`config.mk`:
```
export PLATFORM = sky130hd
export DESIGN_NAME = ram_port_arbiter
export DESIGN_NICKNAME = d
export VERILOG_FILES = /design/src/rtl/ram_port_arbiter.sv
export SDC_FILE = /design/constraint.sdc
export NUM_CORES = 1
export LEC_CHECK = 0
export CORE_AREA = 2 2 112 114
export CTS_CLUSTER_SIZE = 8
export DETAILED_ROUTE_END_ITERATION = 12
export DIE_AREA = 0 0 114 116
export MAX_ROUTING_LAYER = met4
export PLACE_DENSITY = 0.59
export SYNTH_ARGS = -nofsm -noshare
export SYNTH_HDL_FRONTEND = slang
export SYNTH_SLANG_ARGS = --single-unit
```
`constraint.sdc`:
```
create_clock -name clk -period 2.4 [get_ports clk]
set_input_delay 0.48 -clock clk [delete_from_list [all_inputs] [get_ports clk]]
set_output_delay 0.48 -clock clk [all_outputs]
set_load 0.05 [all_outputs]
```
`src/rtl/ram_port_arbiter.sv`:
```
// ---------------------------------------------------------------------------
// ram_port_arbiter
//
// Shares one single-ported, 1-cycle-latency word RAM between two requesters
// (port 0: core memory interface, port 1: loader/debug DMA). Grants are
// round-robin, one per cycle, and are decided combinationally. Each granted
// request produces exactly one response one cycle later on the issuing port.
// The block also decodes out-of-range addresses and the LED MMIO register.
//
// Ports:
//   clk, reset                       clock, synchronous active-high reset
//   rq_valid_N / rq_addr_N /
//   rq_iswrite_N / rq_data_N         request from port N (N = 0, 1)
//   rq_ready_N                       request on port N accepted this cycle
//   rs_valid_N / rs_data_N           response to port N (no backpressure)
//   ram_addr / ram_write_enable /
//   ram_write / ram_rq_en            RAM request side
//   ram_read                         RAM read data, valid 1 cycle after ram_rq_en
//   led                              LED register
// ---------------------------------------------------------------------------
module ram_port_arbiter #(
  parameter int unsigned LGSZW    = 8,
  parameter logic [31:0] LED_ADDR = 32'h1001200c
) (
  input  logic             clk,
  input  logic             reset,

  input  logic             rq_valid_0,
  input  logic [31:0]      rq_addr_0,
  input  logic             rq_iswrite_0,
  input  logic [31:0]      rq_data_0,
  output logic             rq_ready_0,
  output logic             rs_valid_0,
  output logic [31:0]      rs_data_0,

  input  logic             rq_valid_1,
  input  logic [31:0]      rq_addr_1,
  input  logic             rq_iswrite_1,
  input  logic [31:0]      rq_data_1,
  output logic             rq_ready_1,
  output logic             rs_valid_1,
  output logic [31:0]      rs_data_1,

  output logic [LGSZW+1:0] ram_addr,
  output logic             ram_write_enable,
  output logic [31:0]      ram_write,
  output logic             ram_rq_en,
  input  logic [31:0]      ram_read,

  output logic [7:0]       led
);

  // Port that received the most recent grant; the other port wins a conflict.
  logic        r_last_grant;
  // Response pipeline: one stage, matching the RAM read latency.
  logic        r_inflight;
  logic        r_owner;
  logic        r_is_read_inrange;
  logic [7:0]  r_led;

  logic        w_gnt_0;
  logic        w_gnt_1;
  logic        w_gnt;
  logic [31:0] w_addr;
  logic [31:0] w_data;
  logic        w_iswrite;
  logic        w_in_range;
  logic        w_is_led;
  logic [31:0] w_rs_data;

  // No grants while reset is held.
  assign w_gnt_0 = !reset && rq_valid_0 && (!rq_valid_1 || r_last_grant);
  assign w_gnt_1 = !reset && rq_valid_1 && (!rq_valid_0 || !r_last_grant);
  assign w_gnt   = w_gnt_0 | w_gnt_1;

  assign rq_ready_0 = w_gnt_0;
  assign rq_ready_1 = w_gnt_1;

  // Granted request fields; all zero when nothing is granted.
  always_comb begin
    w_addr    = 32'h0;
    w_data    = 32'h0;
    w_iswrite = 1'b0;
    if (w_gnt_0) begin
      w_addr    = rq_addr_0;
      w_data    = rq_data_0;
      w_iswrite = rq_iswrite_0;
    end else if (w_gnt_1) begin
      w_addr    = rq_addr_1;
      w_data    = rq_data_1;
      w_iswrite = rq_iswrite_1;
    end
  end

  // Any address bit above the RAM span marks the access out of range; no wrap.
  assign w_in_range = ((w_addr >> (LGSZW + 2)) == 32'h0);
  assign w_is_led   = w_gnt && w_iswrite && (w_addr == LED_ADDR);

  assign ram_rq_en        = w_gnt;
  assign ram_addr         = w_addr[LGSZW+1:0];
  assign ram_write        = w_data;
  assign ram_write_enable = w_gnt && w_iswrite && w_in_range;

  always_ff @(posedge clk) begin
    if (reset) begin
      r_last_grant      <= 1'b1;
      r_inflight        <= 1'b0;
      r_owner           <= 1'b0;
      r_is_read_inrange <= 1'b0;
      r_led             <= 8'hff;
    end else begin
      r_inflight        <= w_gnt;
      r_is_read_inrange <= w_gnt && !w_iswrite && w_in_range;
      if (w_gnt) begin
        r_last_grant <= w_gnt_1;
        r_owner      <= w_gnt_1;
      end
      if (w_is_led) begin
        r_led <= w_data[23:16];
      end
    end
  end

  // Writes and out-of-range reads answer with zero data.
  assign w_rs_data = r_is_read_inrange ? ram_read : 32'h0;

  assign rs_valid_0 = r_inflight && !r_owner;
  assign rs_valid_1 = r_inflight && r_owner;
  assign rs_data_0  = rs_valid_0 ? w_rs_data : 32'h0;
  assign rs_data_1  = rs_valid_1 ? w_rs_data : 32'h0;

  assign led = r_led;

endmodule
```
==> metrics.md <==
| Metric | Value |
|---|---|
| Outcome | `complete, but fails checks` |
| Failing checks | `negative setup slack` |
| Port Buffer Count | `285` |
| Fin. max-slew vios | `0` |
| Wire per inst | `17.0 um` |
| First-pass detailed-route iteration total | `4` |
| # DRC | `0` |
| Dpl hpwl | `10700 um` |
| Inserted Clock Buffers | `3` |
| Vias per cell | `4.55` |
| CP endpoint kind | `output port` |
| Post-cts hold buffer count | `0` |
| Filler instances | `1045` |
| Sequential Power Share | `12.8%` |
| GRT overflow | `0` |
| Max FO, Critical Path | `2` |
| CTS tree | `built` |
| Max-cap violations | `0` |
| Core area | `0.0119 mm^2` |
| Setup violators final | `1` |
| Post-DRT Antenna Nets | `0` |
| Initial core utilization | `13.9%` |
| CP arrival | `2150 ps` |
| Final Hold Vio Count | `0` |
| Worst-path clk slew | `40 ps` |
| GP Congestion | `0.811` |
| P_leak | `0.00262 uW` |
| Pwr Density | `250 mW/mm^2` |
| DRT iter0 DRCs | `155` |
| Worst path cell trace | `clkbuf_2 -> nor4_1 -> nand4_1 -> a211oi_4 -> o21ai_4 -> nor4_4 -> nor2b_4 -> buf_6` |
| CP Launch Type | `primary input` |
| NumNets Final | `750` |
| DIE AREA | `0.0132 mm^2` |
| Post-Syn Area | `0.00165 mm^2` |
| Sequential area share after synthesis | `14.5%` |
| Yosys top cell by area | `a22o_1` |
| Largest net degree at the start of global routing | `34` |
| Die width | `114 um` |
| Dpl ws | `-687 ps` |
| Relative slew slack | `63.9%` |
| Largest stage delay on the critical path | `320 ps` |
| Row cnt | `40` |
| Avg Inst Size Synth | `6.49 um^2` |
| Switching power | `596 uW` |
| RSZ-0062 raised after global routing | `yes` |
| Maximum vdd ir drop | `0.157 mV` |
| Syn. warnings | `0` |
| Sw frac | `36.7%` |
| Root Buffer | `clkbuf_16` |
| Die Y | `116 um` |
| Leading cell type in the layout, fill and taps excluded | `clkdlybuf4s50_1` |
| Placed cells | `717` |
| Final core occ | `54.6%` |
| Clock power frac | `18.4%` |
| Layout cells sized above 1 | `46.6%` |
| Synth area leaders | `a22o_1 (22%), nor2_1 (16%), dfxtp_1 (15%), nand2_1 (8.4%), nor4_2 (6.8%)` |
| Netlist cell types | `38` |
| First-pass GRT wire length | `18000 um` |
| Comb power frac | `68.8%` |
| Clk buf depth | `2` |
| Area growth, synth to finish | `293%` |
| Final WL | `12400 um` |
| Final setup TNS | `-227 ps` |
| Number of global-route vias before repair | `3464` |
| Commonest non-fill, non-tap cells in the layout | `clkdlybuf4s50_1 (127), buf_12 (113), nor2_1 (68), buf_4 (59), nand2_1 (37)` |
| Smallest hold slack | `518 ps` |
| Hold Crit Class | `flop to flop` |
| Fmax | `0.381 GHz` |
| Slowest CP cell | `a211oi_4` |
| Tcrit/Tclk final | `109%` |
| Non-filler cells in the finished layout | `730` |
| Clock Latency Late Sink | `240 ps` |
| Number of H-tree levels | `1` |
| Data required, critical path | `1920 ps` |
| Cells after synthesis | `255` |
| Final Skew | `3.06 ps` |
| IO Count | `286` |
| Initial antenna violation count | `1` |
| Crit Path Class | `primary input to output port` |
| Slew @ Worst Pin | `540 ps` |
| Final worst slack | `-227 ps` |
| Final min period | `2630 ps` |
| Via count | `3318` |
| Syn nets | `421` |
| P_int | `1030 uW` |
| GRT Total Usage | `18.1%` |
| CTS sink cnt | `12` |
| FF/Latch Area | `240 um^2` |
| Multi-input gate area | `0.00161 mm^2` |
| Yosys top cell area share | `21.7%` |
| Number of synthesized register bits | `12` |
-- what timing repair did --
item	in CTS	in global routing
pin swaps	22	16
buffers inserted	7	2
resized for setup	125	31
endpoints found under the setup margin	52	18
-- kinds of logic after synthesis --
logic type             after synthesis  share of synthesized area (%)
AOI/OAI and AO/OA                   75                           35.9
DFF                                 12                           14.5
and+or+nand+nor                    140                           42.6
buffers and inverters               28                           7.04
-- registers in the layout, indices dropped and copies added, names as in the netlist --
name               flops
r_is_read_inrange      1
led                    8
r_owner                1
r_inflight             1
r_last_grant           1
-- critical path: cells and delay by family --
family	cells	cell delay, ps
and+or+nand+nor	4	980
buffers and inverters	2	250
AOI/OAI and AO/OA	2	430
-- cells in the mapped netlist --
master,number
a32oi_1,5
o22ai_1,2
clkinv_4,1
clkbuf_1,18
a21oi_1,2
nand2_1,37
o41ai_1,1
o21ai_0,1
or4_1,4
nand4bb_1,1
nor2b_1,1
nand2b_1,1
nor2_1,69
nand4_1,2
a31oi_1,9
o21ai_2,1
nor4bb_1,1
dfxtp_1,12
a21boi_4,1
o21bai_1,1
buf_1,2
and2_1,1
nor3_1,2
a22o_1,41
inv_2,2
nand2_4,1
o21ai_1,8
nor4_2,9
a22oi_1,1
o21a_1,1
nand3_4,1
nand2b_4,1
buf_4,1
buf_2,2
and4_1,1
nor4_1,8
a211oi_1,1
inv_1,2
-- area by class of cell --
class	instances	area share, %
inverters	5	0.404
repair buffers	347	67.2
well taps	147	2.83
multi-input cells	215	24.7
flip-flops and latches	12	3.69
diodes	1	0.0385
clock buffers	3	1.15
-- metrics by stage --
step	total power (uW)	cell area (um^2)
after floorplan	636	1870
after global placement	1310	6320
after detailed placement	1320	6320
after CTS	1630	6490
after global routing	1690	6500
final	1620	6500
-- per-layer routing --
metal	vias to the layer above	wire length (um)	GRT usage, %
met4	0	115	3.50
met1	1523	4360	18.1
met2	185	6670	34.5
met3	8	1290	5.81
li1	1602	-	-
met5	-	0	-
-- power groups by stage --
stage	Clock, uW	Combinational, uW	Sequential (uW)
final	300	1120	207
after floorplan	0	424	212
after CTS	304	1120	207
after global placement	0	1100	211
after global routing	316	1170	207
after detailed placement	0	1110	211
-- final timing paths --
| path | start | cells past startpoint | endpoint | slack [ps] |
|---|---|---|---|---|
| worst max register to register | r_last_grant$_SDFFE_PP1N_ | 9 | led[1]$_SDFFE_PP1P_ | 210 |
| worst min register to register | led[4]$_SDFFE_PP1P_ | 2 | led[4]$_SDFFE_PP1P_ | 520 |
| worst min-delay path | led[4]$_SDFFE_PP1P_ | 2 | led[4]$_SDFFE_PP1P_ | 520 |
| worst max-delay path | rq_addr_1[23] | 8 | ram_write_enable | -230 |
Power figures use the tool's default switching activity.
